$ cat src/rtl/imm_pkg.sv
// Shared definitions for the immediate-generation stage: opcodes, format codes
// and the layout of one buffered decode result.
package imm_pkg;

    localparam logic [6:0] OPC_LOAD      = 7'b0000011;
    localparam logic [6:0] OPC_FENCE     = 7'b0001111;
    localparam logic [6:0] OPC_OP_IMM    = 7'b0010011;
    localparam logic [6:0] OPC_AUIPC     = 7'b0010111;
    localparam logic [6:0] OPC_OP_IMM_32 = 7'b0011011;
    localparam logic [6:0] OPC_STORE     = 7'b0100011;
    localparam logic [6:0] OPC_OP        = 7'b0110011;
    localparam logic [6:0] OPC_LUI       = 7'b0110111;
    localparam logic [6:0] OPC_BRANCH    = 7'b1100011;
    localparam logic [6:0] OPC_JALR      = 7'b1100111;
    localparam logic [6:0] OPC_JAL       = 7'b1101111;
    localparam logic [6:0] OPC_SYSTEM    = 7'b1110011;

    // Widest supported immediate; narrower configurations use the low bits.
    localparam int IMM_MAX_W = 64;

    typedef enum logic [2:0] {
        FMT_NONE  = 3'd0,
        FMT_I     = 3'd1,
        FMT_S     = 3'd2,
        FMT_B     = 3'd3,
        FMT_U     = 3'd4,
        FMT_J     = 3'd5,
        FMT_SHAMT = 3'd6
    } imm_fmt_t;

    typedef struct packed {
        logic [31:0]          inst;
        logic [IMM_MAX_W-1:0] imm;
        imm_fmt_t             fmt;
        logic                 illegal;
    } imm_ent_t;

    function automatic logic is_shift_f3(input logic [2:0] funct3);
        return (funct3 == 3'b001) || (funct3 == 3'b101);
    endfunction

endpackage

$ cat src/rtl/imm_decode.sv
// Combinational instruction-format classifier and immediate extractor.
module imm_decode
    import imm_pkg::*;
#(
    parameter int XLEN = 32
) (
    input  logic [31:0]     inst,
    output logic [XLEN-1:0] imm,
    output logic [2:0]      fmt,
    output logic            illegal
);

    logic [6:0] opcode;
    logic [2:0] funct3;
    imm_fmt_t   fmt_sel;
    logic       wide_shamt;

    assign opcode = inst[6:0];
    assign funct3 = inst[14:12];

    function automatic logic [XLEN-1:0] sext32(input logic signed [31:0] v);
        return XLEN'(v);
    endfunction

    always_comb begin
        fmt_sel = FMT_NONE;
        illegal = 1'b0;
        case (opcode)
            OPC_LOAD, OPC_JALR:  fmt_sel = FMT_I;
            OPC_OP_IMM:          fmt_sel = is_shift_f3(funct3) ? FMT_SHAMT : FMT_I;
            OPC_OP_IMM_32: begin
                if (XLEN == 64) begin
                    fmt_sel = is_shift_f3(funct3) ? FMT_SHAMT : FMT_I;
                end else begin
                    illegal = 1'b1;
                end
            end
            OPC_STORE:           fmt_sel = FMT_S;
            OPC_BRANCH:          fmt_sel = FMT_B;
            OPC_LUI, OPC_AUIPC:  fmt_sel = FMT_U;
            OPC_JAL:             fmt_sel = FMT_J;
            OPC_OP, OPC_FENCE, OPC_SYSTEM: fmt_sel = FMT_NONE;
            default:             illegal = 1'b1;
        endcase
    end

    // Only 64-bit OP-IMM shifts carry a 6-bit shamt; word shifts stay at 5 bits.
    assign wide_shamt = (XLEN == 64) && (opcode == OPC_OP_IMM);

    always_comb begin
        imm = '0;
        case (fmt_sel)
            FMT_I:     imm = sext32({{20{inst[31]}}, inst[31:20]});
            FMT_S:     imm = sext32({{20{inst[31]}}, inst[31:25], inst[11:7]});
            FMT_B:     imm = sext32({{19{inst[31]}}, inst[31], inst[7], inst[30:25],
                                     inst[11:8], 1'b0});
            FMT_U:     imm = sext32({inst[31:12], 12'b0});
            FMT_J:     imm = sext32({{11{inst[31]}}, inst[31], inst[19:12], inst[20],
                                     inst[30:21], 1'b0});
            FMT_SHAMT: imm = wide_shamt ? XLEN'(inst[25:20]) : XLEN'(inst[24:20]);
            default:   imm = '0;
        endcase
    end

    assign fmt = fmt_sel;

endmodule

$ cat src/rtl/imm_gen_stage.sv
// Registered immediate-generation stage: decode at write time into a 2-entry
// FIFO skid buffer with a registered in_ready.
module imm_gen_stage
    import imm_pkg::*;
#(
    parameter int XLEN = 32
) (
    input  logic            clk,
    input  logic            rst,
    input  logic            flush,
    input  logic            in_valid,
    output logic            in_ready,
    input  logic [31:0]     in_inst,
    output logic            out_valid,
    input  logic            out_ready,
    output logic [31:0]     out_inst,
    output logic [XLEN-1:0] out_imm,
    output logic [2:0]      out_fmt,
    output logic            out_illegal
);

    logic [XLEN-1:0] dec_imm;
    logic [2:0]      dec_fmt;
    logic            dec_illegal;
    imm_ent_t        new_ent;

    imm_ent_t   ent_p0;
    imm_ent_t   ent_p1;
    logic [1:0] occ;
    logic [1:0] occ_nxt;
    logic       rdy_q;
    logic       push;
    logic       pop;
    logic       unused_imm;

    imm_decode #(
        .XLEN(XLEN)
    ) u_decode (
        .inst    (in_inst),
        .imm     (dec_imm),
        .fmt     (dec_fmt),
        .illegal (dec_illegal)
    );

    always_comb begin
        new_ent.inst    = in_inst;
        new_ent.imm     = IMM_MAX_W'(signed'(dec_imm));
        new_ent.fmt     = imm_fmt_t'(dec_fmt);
        new_ent.illegal = dec_illegal;
    end

    // Reset masks the handshake outputs immediately, not only after an edge.
    assign in_ready  = rdy_q & ~rst;
    assign out_valid = (occ != 2'd0) & ~rst;
    assign push      = in_valid & in_ready;
    assign pop       = out_valid & out_ready;

    always_comb begin
        occ_nxt = occ;
        if (rst || flush) begin
            occ_nxt = 2'd0;
        end else begin
            case ({push, pop})
                2'b10:   occ_nxt = occ + 2'd1;
                2'b01:   occ_nxt = occ - 2'd1;
                default: occ_nxt = occ;
            endcase
        end
    end

    always_ff @(posedge clk) begin
        if (rst) begin
            occ   <= 2'd0;
            rdy_q <= 1'b1;
        end else begin
            occ   <= occ_nxt;
            rdy_q <= (occ_nxt != 2'd2);
        end
    end

    // Buffer storage: ent_p0 is the head, ent_p1 the entry behind it.
    always_ff @(posedge clk) begin
        if (push && !flush) begin
            if ((occ == 2'd0) || ((occ == 2'd1) && pop)) begin
                ent_p0 <= new_ent;
            end else begin
                ent_p1 <= new_ent;
            end
        end else if (pop && (occ == 2'd2)) begin
            ent_p0 <= ent_p1;
        end
    end

    assign out_inst    = out_valid ? ent_p0.inst : 32'd0;
    assign out_imm     = out_valid ? ent_p0.imm[XLEN-1:0] : '0;
    assign out_fmt     = out_valid ? ent_p0.fmt : FMT_NONE;
    assign out_illegal = out_valid & ent_p0.illegal;

    // Upper immediate bits are plain sign copies when XLEN is below the maximum.
    assign unused_imm = ^ent_p0.imm;

endmodule

$ cat config.mk
export PLATFORM = sky130hd
export DESIGN_NAME = imm_gen_stage
export DESIGN_NICKNAME = d
export VERILOG_FILES = /design/src/rtl/imm_pkg.sv /design/src/rtl/imm_decode.sv /design/src/rtl/imm_gen_stage.sv
export SDC_FILE = /design/constraint.sdc
export NUM_CORES = 1
export LEC_CHECK = 0
export ABC_CLOCK_PERIOD_IN_PS = 9450
export CAP_MARGIN = 10
export CORE_MARGIN = 4
export CORE_UTILIZATION = 53
export DETAILED_ROUTE_END_ITERATION = 8
export GPL_TIMING_DRIVEN = 1
export PLACE_DENSITY = 0.85
export SETUP_SLACK_MARGIN = 0.4
export SLEW_MARGIN = 10
export SYNTH_ARGS = -nofsm -noshare
export SYNTH_HDL_FRONTEND = slang
export SYNTH_SLANG_ARGS = --single-unit
$ cat constraint.sdc
create_clock -name clk -period 9.45 [get_ports clk]
set_input_delay 1.89 -clock clk [delete_from_list [all_inputs] [get_ports clk]]
set_output_delay 1.89 -clock clk [all_outputs]
set_load 0.05 [all_outputs]
## Word-level counts from Yosys, hierarchy flattened

Index checks and enable logic that the tools add are counted.
W data, S select, Z words.

- Bits in registers: 139
- Latch bits: 0
- RAM bits: 0
- Bits in read-only memories: 0
- Bits of input ports: 37
- Output and inout port bits: 70
- Memories kept: 0

- Add/sub/neg operators: 2
- $mul: 0
- Divide/modulo/power cells: 0
- Magnitude comparators: 0
- Eq/ne operators: 25
- Shift operators: 0
- Multiplexer cells: 12
- Bitwise gates (word level): 7
- Reductions and logical operators: 15

Operator list:

| kind | number |
|---|---|
| $mux W100 | 3 |
| $pmux W32 S6 | 1 |
| $mux W32 | 2 |
| $eq A7 B7 Y1 const B | 4 |
| $eq A7 B6 Y1 const B | 3 |
| $pmux W3 S6 | 1 |
| $eq A7 B5 Y1 const B | 2 |
| $eq A3 B3 Y1 const B | 4 |
| $reduce_or A11 Y1 | 1 |
| $eq A7 B2 Y1 const B | 1 |
| $eq A7 B4 Y1 const B | 1 |
| $eq A3 B1 Y1 const B | 2 |
| $eq A3 B2 Y1 const B | 2 |
| $mux W3 | 2 |
| $and A1 B1 Y1 | 5 |
| $eq A2 B1 Y1 const B | 2 |
| $eq A2 B2 Y1 const B | 2 |
| $pmux W2 S2 | 1 |
| $reduce_and A2 Y1 | 2 |
| $reduce_bool A2 Y1 | 2 |
| $reduce_or A2 Y1 | 2 |
| $logic_and A1 B1 Y1 | 3 |
| $logic_or A1 B1 Y1 | 3 |
| $add A2 B1 Y2 const B | 1 |
| other kinds (8) | 9 |

## Longest topological paths before layout

Gate-level depths: netlist of run 1.

- Word-level depth: 8
- Depth in mapped cells: 10
- Mapped depth without buffers: 10

## Hierarchy

A second synthesis of run 1 with hierarchy kept.

- Cells, all modules: 409
- Area, all modules: 6573.8 sq um

Modules (own cells, without submodules):

| module | times used | cells an instance | area an instance (sq um) | sequential area each (sq um) |
|---|---|---|---|---|
| imm_gen_stage | 1 | 318 | 5967.0 | 4144.0 |
| imm_decode | 1 | 91 | 606.8 | 0.0 |

## Worst setup path after synthesis of run 1

Ideal clock, no wire load.

- Kind: input port to flip-flop
- From: input port rst
- To: register ent_p1[0] (netlist name) (enable)
- Library setup time: 596 ps
- Arrival time: 7847 ps
- Data required time: 8854 ps
- Path slack: 1008 ps
- Stages: 5
- Cells stage by stage: nand3b_1 or2_2 clkbuf_1 buf_1 a211oi_1

- Longest elaborated chain between the ends: 7
- Elaborated cells on any way between the ends: 10
- Those cells by class: 6 x bitwise; 4 x reduce/logical

RTL lines:

| element | line | RTL |
|---|---|---|
| start: declaration | imm_gen_stage.sv:9 | `input logic rst,` |
| $not A1 Y1 * | imm_gen_stage.sv:53, imm_gen_stage.sv:54 |  |
| $and A1 B1 Y1 | imm_gen_stage.sv:54 | `assign out_valid = (occ != 2'd0) & ~rst;` |
| $and A1 B1 Y1 | imm_gen_stage.sv:56 | `assign pop = out_valid & out_ready;` |
| $logic_and A1 B1 Y1 | imm_gen_stage.sv:84 | `if ((occ == 2'd0) \|\| ((occ == 2'd1) && pop)) begin` |
| $logic_or A1 B1 Y1 | imm_gen_stage.sv:84 |  |
| $not A1 Y1 (no source line) | n/a |  |
| $reduce_and A2 Y1 (no source line) * | n/a |  |
| end signal: assignment | imm_gen_stage.sv:87 | `ent_p1 <= new_ent;` |
| end: declaration | imm_gen_stage.sv:28 | `imm_ent_t ent_p1;` |

Mark *: on every way between the ends. The rest lies on a longest branch, timed or not.
A chain may end at the register's enable or synchronous reset.

## Final worst setup path of run 1

- From: input port rst
- To: output port out_imm[10]

- Longest elaborated chain between the ends: 3

RTL lines:

| element | line | RTL |
|---|---|---|
| $not A1 Y1 | imm_gen_stage.sv:54 |  |
| $and A1 B1 Y1 | imm_gen_stage.sv:54 |  |
| $mux W32 | imm_gen_stage.sv:95 | `assign out_imm = out_valid ? ent_p0.imm[XLEN-1:0] : '0;` |
| end: declaration | imm_gen_stage.sv:17 | `output logic [XLEN-1:0] out_imm,` |

No other way between the ends.

==> results.toml, run 1 <==
[grt]
grt_pass1_wl_mm = 22.1
grt_antenna_before_repair = 0
grt_usage_pct = 21.4
grt_pass1_vias = 4400
grt_max_degree = 71
gr-total-overflow = 0

[power]
ir_drop_mv = 0.115
power.leakage_uw = 0.00295
powerDensity_nw_per_um2 = 180
p_int_uw = 1140
p_switching_uw = 313
p_comb_share_pct = 7.5
p_sw_share_pct = 21.6
pwr-share-seq_pct = 47.7
clockPowerShare_pct = 44.9

[detailed_routing]
antenna_left = 0
vias = 4403
wirelength_mm = 13.9
wire_per_inst_um = 17.6
via_per_inst = 5.55
route.detailed.drc = 0
drtIter0Drc = 395
drtPass1Iterations = 5

[clock_tree]
cts_buffer_depth = 2
clk_pin_slew_ns = 0.06
postCtsHoldBufs = 0
clock_sinks = 139
cts_tree = "built"
cts-root-buf = "clkbuf_16"
cts_buffers = 17
htreeDepth = 4
cts.repair.resized = 0
post_cts_buffers = 0
clk-insertion-delay-late_ns = 0.41

[synthesis]
synthesis.area_um2 = 6240
yosys.area.top_type = "edfxtp_1"
synth.area.top_cells = "edfxtp_1, nand2_1, and2_1, nor2_1, a31oi_1"
synthesis.nets = 578
ys_types = 44
synth_most_common_cell = "nand2_1"
synth_ff_type = "edfxtp_1"
yosys_warnings = 0
synth_commonest_cells = "nand2_1, edfxtp_1, and2_1"
yosysTopAreaCellShare_pct = 65.4
syn_inst = 536
syn_avg_cell_area_um2 = 11.7
postSynth.asyncResetShare_pct = 0
synth-edff-count = 136
ys_seq_area_share_pct = 66.4
ys_seq_elements = 139

[die]
design.die.area_um2 = 13600
start_util_pct = 54.5
core_um2 = 11500
rows = 39
ios = 107
dieHeight_um = 117
die_width_um = 117

[timing]
skew_ns = 0.00948
hold_violations = 0
finalCriticalPeriod_ns = 5.96
setup_ws_ns = 3.49
worstMarginPinSlew_ns = 1.09
relSlewSlack_pct = 27.2
tns_ns = 0
slew_violations = 0
min_period_over_period_pct = 63.1
setup_viol = 0
fmax_ghz = 0.168
rsz0062_at_grt = "no"

[setup_path]
startpoint = "rst"
critPathKind = "input pin to primary output"
critPathLaunchType = "input pin"
required_ns = 7.56
cp-end-kind = "primary output"
reg2reg_from = "rdy_q"
critPathArrivalTime_ns = 4.07
path_max_fanout = 59

[place]
place.gp.congestion = 0.828
dp.final_hpwl_mm = 8.81
port_buffers = 106
preCtsSetupSlack_ns = 3.10

[min_path]
worstHoldStart = "ent_p1[79]"
hold_class = "register to register"

[finish]
antenna_cells = 0
drive_above_1_share_pct = 8.31
syn2layout_area_growth_pct = 28.6
finalNetCount = 679
fill_cells = 790

[outcome]
status = "finished clean"

[run]
cap_violations = 0
layer usage:
layer | vias up | global-route usage [%] | wire length [um]
li1 | 2073 | - | -
met1 | 2115 | 28.1 | 5740
met2 | 189 | 35.0 | 6860
met3 | 26 | 4.92 | 1010
met4 | 0 | 8.33 | 331
met5 | - | 0 | 0
per-stage QoR:
stage | hold slack (ns) | power (uW) | utilization (%) | area [um2] | std cells
floorplan | 0.491 | 766 | - | 6240 | 536
global placement | 0.495 | 806 | 64.8 | 7430 | 760
detailed placement | 0.500 | 810 | 64.8 | 7430 | 760
CTS | 0.513 | 1450 | 69.8 | 8010 | 792
global route | 0.538 | 1500 | 70.0 | 8030 | 793
finish | 0.512 | 1450 | 70.0 | 8030 | 793
cell families (layout without fill, tap and decap cells):
group	after synthesis	in the layout	synth area share, %
flip-flops	139	139	66.4
adder cells (fa/ha/maj)	5	5	1.00
buffers and inverters	42	156	2.80
multiplexers	9	9	1.58
AO/OA/AOI/OAI	61	61	7.05
AND/OR/NAND/NOR	280	280	21.2
layout by cell type, fill, tap and decap left out, drive strengths merged, types with 2 or more instances in the layout:
cell | Yosys | routed
a22o | 4 | 4
nand3 | 2 | 2
nor2b | 6 | 6
bufinv | 0 | 3
a31oi | 14 | 14
a211oi | 2 | 2
clkinvlp | 0 | 3
and2 | 69 | 69
inv | 12 | 13
nor3 | 4 | 4
mux2i | 2 | 2
o32ai | 3 | 3
mux2 | 7 | 7
nand2b | 3 | 3
o211ai | 8 | 8
nor2 | 27 | 27
clkdlybuf4s50 | 0 | 106
edfxtp | 136 | 136
nand2 | 154 | 154
nand3b | 4 | 4
or2 | 4 | 4
o31ai | 4 | 4
o21ai | 16 | 16
clkinv | 0 | 8
ha | 5 | 5
a21oi | 6 | 6
buf | 12 | 6
clkbuf | 18 | 17
dfxtp | 3 | 3
power by group through the flow:
| stage | sequential, uW | combinational (uW) | clock (uW) |
|---|---|---|---|
| after global placement | 703 | 103 | 0 |
| after detailed placement | 703 | 107 | 0 |
| after global routing | 691 | 117 | 690 |
| after floorplan | 705 | 61.3 | 0 |
| final | 691 | 108 | 650 |
| after CTS | 691 | 108 | 655 |
sequential cells by signal, indices dropped and copies added, names as in the netlist:
signal,cells
ent_p1,68
ent_p0,68
rdy_q,1
occ,2
worst max-delay path, cell delays in order:
cell             delay, ns
clkdlybuf4s50_1       0.54
nor2_4                0.33
buf_12                0.24
and2_1                0.19
clkdlybuf4s50_1       0.85
worst paths after layout:
| kind | to | slack, ns | depth (start not counted) |
|---|---|---|---|
| worst min-delay path | ent_p0[79] | 0.51 | 2 |
| worst max register to register | ent_p0[34] | 6.15 | 6 |
| worst min register to register | ent_p0[79] | 0.51 | 2 |
| worst max-delay path | out_imm[10] | 3.49 | 5 |
final cells by class:
class,instances,area [um2],area share (%)
clock buffers,17,425,5.30
clock inverters,15,155,1.93
inverters,12,45.0,0.561
multi-input cells,355,1960,24.4
flip-flops and latches,139,4140,51.6
well taps,143,179,2.23
repair buffers,112,1120,13.9
(Power assumes the default switching activity.)
==> inputs of run 2 (changes only) <==
ABC_CLOCK_PERIOD_IN_PS = 5600   (was 9450)
clock period = 5.6 ns   (was 9.45 ns; I/O delays follow)
==> run 2 against run 1 <==
  * Via count about the same
  * Clock power up 83%
  * Critical endpoint is now out_imm[28]
  * Register-to-register slack worse by 3.8 ns
  * Worst hold slack better by 0.0017 ns
  * Largest power group is now the clock network
  * Sequential cell count unchanged
  * Sequential power up 69%
  * First-iteration DRC count down 8.9%
  * Utilization up 0.29 points
  * Cell area up 0.42%
  * Count of clock-buffer cells in the layout unchanged
  * Sequential share of layout area down 0.22 points
  * Final cell count down 0.25%
==> results.toml, run 2 (synthesized netlist as in run 1, its figures left out) <==
[outcome]
status = "finished clean"

[power]
p_sw_share_pct = 20.8
power.leakage_uw = 0.00297
ir_drop_mv = 0.200
p_int_uw = 2010
pwr-share-seq_pct = 46.0
clockPowerShare_pct = 46.9
p_switching_uw = 529
powerDensity_nw_per_um2 = 315
p_comb_share_pct = 7.2

[min_path]
hold_class = "register to register"
holdPathStages = 2

[setup_path]
critPathArrivalTime_ns = 3.63
cp_top_family = "buffers and inverters"
critPathKind = "input pin to primary output"
worstRegToRegCells = 11
r2r-end = "rdy_q"
critPathLaunchType = "input pin"
cp-end-kind = "primary output"
reg2reg_from = "occ[0]"
crit_path_frequent_cell = "clkdlybuf4s50_1"
path_max_fanout = 37
critical_path_depth = 5
critPathCapture = "out_imm[28]"
crit_buf_inv = 3
cpPeakStageDelay_ns = 0.83
regToRegSetupSlack_ns = 2.34
required_ns = 4.48
startpoint = "rst"
crit_chain = "clkdlybuf4s50_1 -> nor2_4 -> buf_4 -> and2_1 -> clkdlybuf4s50_1"
slowest_stage = "clkdlybuf4s50_1"

[grt]
grt_usage_pct = 21.6
grt_antenna_before_repair = 0
gr-total-overflow = 0
grt_pass1_wl_mm = 22.1
grt_max_degree = 69
grt_pass1_vias = 4392

[detailed_routing]
antenna_left = 0
wirelength_mm = 14.0
route.detailed.drc = 0
drtIter0Drc = 360
vias = 4400
wire_per_inst_um = 17.8
drtPass1Iterations = 8
via_per_inst = 5.56

[clock_tree]
cts_tree = "built"
clk_pin_slew_ns = 0.06
cts_buffer_depth = 2
clock_sinks = 139
clk-insertion-delay-late_ns = 0.41
cts-root-buf = "clkbuf_16"
cts_buffers = 17
cts.repair.resized = 0
htreeDepth = 4
post_cts_buffers = 0
postCtsHoldBufs = 0

[finish]
stdcell_area_um2 = 8060
antenna_cells = 0
seq_area_um2 = 4140
reg.largest.list = "ent_p0 x68, ent_p1 x68, occ x2"
layout_commonest_cell = "nand2_1"
finalNetCount = 679
fill_cells = 770
syn2layout_area_growth_pct = 29.1
drive_above_1_share_pct = 8.80
multiInputGateArea_um2 = 1960
final_cell_mix = "nand2_1, edfxtp_1, clkdlybuf4s50_1"

[die]
start_util_pct = 54.5
rows = 39
die_width_um = 117
dieHeight_um = 117
design.die.area_um2 = 13600
ios = 107
core_um2 = 11500

[run]
cap_violations = 0

[timing]
fmax_ghz = 0.210
skew_ns = 0.00855
rsz0062_at_grt = "no"
finalCriticalPeriod_ns = 4.75
worstMarginPinSlew_ns = 0.885
slew_violations = 0
min_period_over_period_pct = 84.9
hold_violations = 0
tns_ns = 0
setup_viol = 0
relSlewSlack_pct = 41.0

[place]
place.gp.congestion = 0.874
port_buffers = 106
place_area_um2 = 7440
dp.final_hpwl_mm = 8.72
## run 2: changes by cell type in the layout (fill, tap and decap cells not counted), sizes merged
cell	previous run	this run
bufinv	3	5
clkinv	8	5
inv	13	12
## run 2: how the worst min path moves through the flow
| stage | to | from |
|---|---|---|
| floorplan | ent_p0[68] | ent_p1[68] |
| global placement | ent_p0[90] | ent_p1[90] |
| detailed placement | ent_p0[98] | ent_p1[98] |
| CTS | ent_p0[98] | ent_p1[98] |
| global route | ent_p0[98] | ent_p1[98] |
| finish | ent_p0[98] | ent_p1[98] |
## run 2: metrics by stage
| stage | total power, uW | utilization [%] | setup slack (ns) | hold slack, ns | cells |
|---|---|---|---|---|---|
| finish | 2540 | 70.3 | 0.846 | 0.514 | 791 |
| global route | 2610 | 70.3 | 0.689 | 0.524 | 791 |
| CTS | 2550 | 70.3 | 0.836 | 0.511 | 791 |
| detailed placement | 1370 | 64.8 | 0.840 | 0.503 | 761 |
| global placement | 1360 | 64.8 | 0.941 | 0.495 | 761 |
| floorplan | 1290 | - | 1.32 | 0.491 | 536 |
## run 2: worst register-to-register path: stages, from the launching register on
cell and delay [ns]:
dfxtp_1 0.39, inv_1 0.08, ha_1 0.29, nor2_4 0.49, buf_4 0.41, nand2_1 0.20
inv_1 0.16, ha_1 0.18, nor2b_1 0.13, a211oi_1 0.05, a2111oi_0 0.58, o31ai_1 0.15
## run 2: power groups by stage
stage / sequential (uW) / combinational (uW) / clock, uW
after global routing: 1170 / 195 / 1250
after global placement: 1190 / 173 / 0
after CTS: 1170 / 181 / 1200
after floorplan: 1190 / 104 / 0
after detailed placement: 1190 / 179 / 0
final: 1170 / 181 / 1190
## run 2: per-layer routing
metal | up-vias | global-route usage [%] | routed length [um]
li1 | 2078 | - | -
met1 | 2115 | 26.3 | 5440
met2 | 191 | 37.6 | 7500
met3 | 16 | 4.66 | 944
met4 | 0 | 8.49 | 157
met5 | - | 0 | 0
## run 2: area by class of cell
class / count / area share, %
timing repair buffer: 112 / 13.7
sequential: 139 / 51.4
clock inverter: 13 / 2.50
inverter: 12 / 0.559
clock buffer: 17 / 5.28
tap: 143 / 2.22
multi-input combinational: 355 / 24.3
==> inputs of run 3 (changes only) <==
ABC_CLOCK_PERIOD_IN_PS = 4800   (was 5600)
clock period = 4.8 ns   (was 5.6 ns; I/O delays follow)
==> run 3 against run 2 <==
  * First-iteration DRC count shrank 17%
  * Cell area decreased by 1.1%
  * Final cell count up 0.25%
  * Critical endpoint is now out_imm[22]
  * Register-to-register slack lost 0.51 ns
  * Global-route usage fell by 0.68 points
  * Power grew 7.2%
  * Wire length decreased by 3.8%
  * Sequential power up 16%
  * Die area stayed put
  * Clock skew is 0.0029 ns lower
==> results.toml, run 3 (synthesized netlist as in run 1, its figures left out) <==
[clock_tree]
clock_sinks = 139
cts-root-buf = "clkbuf_16"
cts_buffers = 17
clk-insertion-delay-late_ns = 0.41
cts.repair.resized = 0
clk_pin_slew_ns = 0.05
cts_buffer_depth = 2
post_cts_buffers = 0
postCtsHoldBufs = 0
htreeDepth = 4
cts_tree = "built"

[power]
power.leakage_uw = 0.00293
p_comb_share_pct = 7.7
p_sw_share_pct = 22.0
powerDensity_nw_per_um2 = 341
p_switching_uw = 597
finalPower_uw = 2720
p_int_uw = 2120
pwr-share-seq_pct = 50.0
clockPowerShare_pct = 42.3
ir_drop_mv = 0.250

[place]
place.gp.congestion = 0.877
dp.final_hpwl_mm = 8.55
port_buffers = 106
place_area_um2 = 7460

[timing]
finalCriticalPeriod_ns = 4.14
relSlewSlack_pct = 39.3
min_period_over_period_pct = 86.2
worstMarginPinSlew_ns = 0.911
setup_viol = 0
skew_ns = 0.00569
tns_ns = 0
slew_violations = 0
hold_violations = 0
rsz0062_at_grt = "no"
whs_ns = 0.514
fmax_ghz = 0.242

[finish]
layout_commonest_cell = "nand2_1"
final_cell_mix = "nand2_1, edfxtp_1, clkdlybuf4s50_1"
stdcell_area_um2 = 7970
reg.largest.list = "ent_p0 x68, ent_p1 x68, occ x2"
syn2layout_area_growth_pct = 27.6
drive_above_1_share_pct = 8.00
antenna_cells = 0
finalNetCount = 680
fill_cells = 819

[die]
start_util_pct = 54.5
die_width_um = 117
ios = 107
dieHeight_um = 117
design.die.area_um2 = 13600
core_um2 = 11500
rows = 39

[setup_path]
required_ns = 3.84
crit_chain = "clkdlybuf4s50_1 -> nor2_4 -> buf_4 -> and2_1 -> clkdlybuf4s50_1"
cpPeakStageDelay_ns = 0.82
cp-end-kind = "primary output"
crit_path_frequent_cell = "clkdlybuf4s50_1"
crit_buf_inv = 3
critPathLaunchType = "input pin"
critPathArrivalTime_ns = 3.18
critPathKind = "input pin to primary output"
slowest_stage = "clkdlybuf4s50_1"
path_max_fanout = 70
cp_top_family = "buffers and inverters"

[detailed_routing]
vias = 4285
route.detailed.drc = 0
via_per_inst = 5.40
drtIter0Drc = 299
wirelength_mm = 13.5
wire_per_inst_um = 17.0
drtPass1Iterations = 4
antenna_left = 0

[outcome]
status = "finished clean"

[grt]
gr-total-overflow = 0
grt_antenna_before_repair = 0
grt_usage_pct = 20.9
grt_pass1_wl_mm = 21.4
grt_max_degree = 71
grt_pass1_vias = 4341

[min_path]
hold_class = "register to register"

[run]
cap_violations = 0
run 3: cell count changes in the layout (fill, tap and decap cells not counted), sizes merged:
cell      previous run  this run
buf                  6         7
bufinv               5         1
clkbuf              17        18
clkinv               5        11
clkinvlp             3         1
run 3: area by class of cell:
type	instances	area (um2)	area share, %
Sequential cell	139	4140	52.0
Multi-Input combinational cell	355	1960	24.6
Timing Repair Buffer	113	1130	14.1
Clock buffer	18	429	5.38
Tap cell	143	179	2.24
Clock inverter	13	85.1	1.07
Inverter	12	45.0	0.565
run 3: final timing paths:
check | startpoint | endpoint | slack, ns | cells past startpoint
worst max-delay path | rst | out_imm[22] | 0.66 | 5
worst min-delay path | ent_p1[91] | ent_p0[91] | 0.51 | 2
worst max register to register | occ[0] | rdy_q | 1.83 | 11
worst min register to register | ent_p1[91] | ent_p0[91] | 0.51 | 2
run 3: metal layers:
layer / part of all wire, % / wire length [um] / global-route usage [%] / vias to the layer above
li1: - / - / - / 2078
met1: 42 / 5710 / 25.8 / 2052
met2: 50 / 6810 / 35.4 / 136
met3: 5.6 / 750 / 5.39 / 19
met4: 1.7 / 236 / 8.49 / 0
met5: 0 / 0 / 0 / -
run 3: through the flow:
stage,std cells,utilization (%),setup slack (ns)
floorplan,536,-,0.679
global placement,762,65.0,0.719
detailed placement,762,65.0,0.660
CTS,793,69.5,0.647
global route,793,69.5,0.484
finish,793,69.5,0.662
run 3: worst min-delay path, cell delays in order, from the launching register on:
cell      delay (ns)
edfxtp_1        0.32
nand2_1         0.04
nand2_1         0.05
run 3: power by group through the flow:
stage,Sequential (uW),Combinational [uW],Clock [uW]
floorplan,1380,122,0
global placement,1380,203,0
detailed placement,1380,210,0
CTS,1360,211,1160
global route,1360,228,1220
finish,1360,211,1150
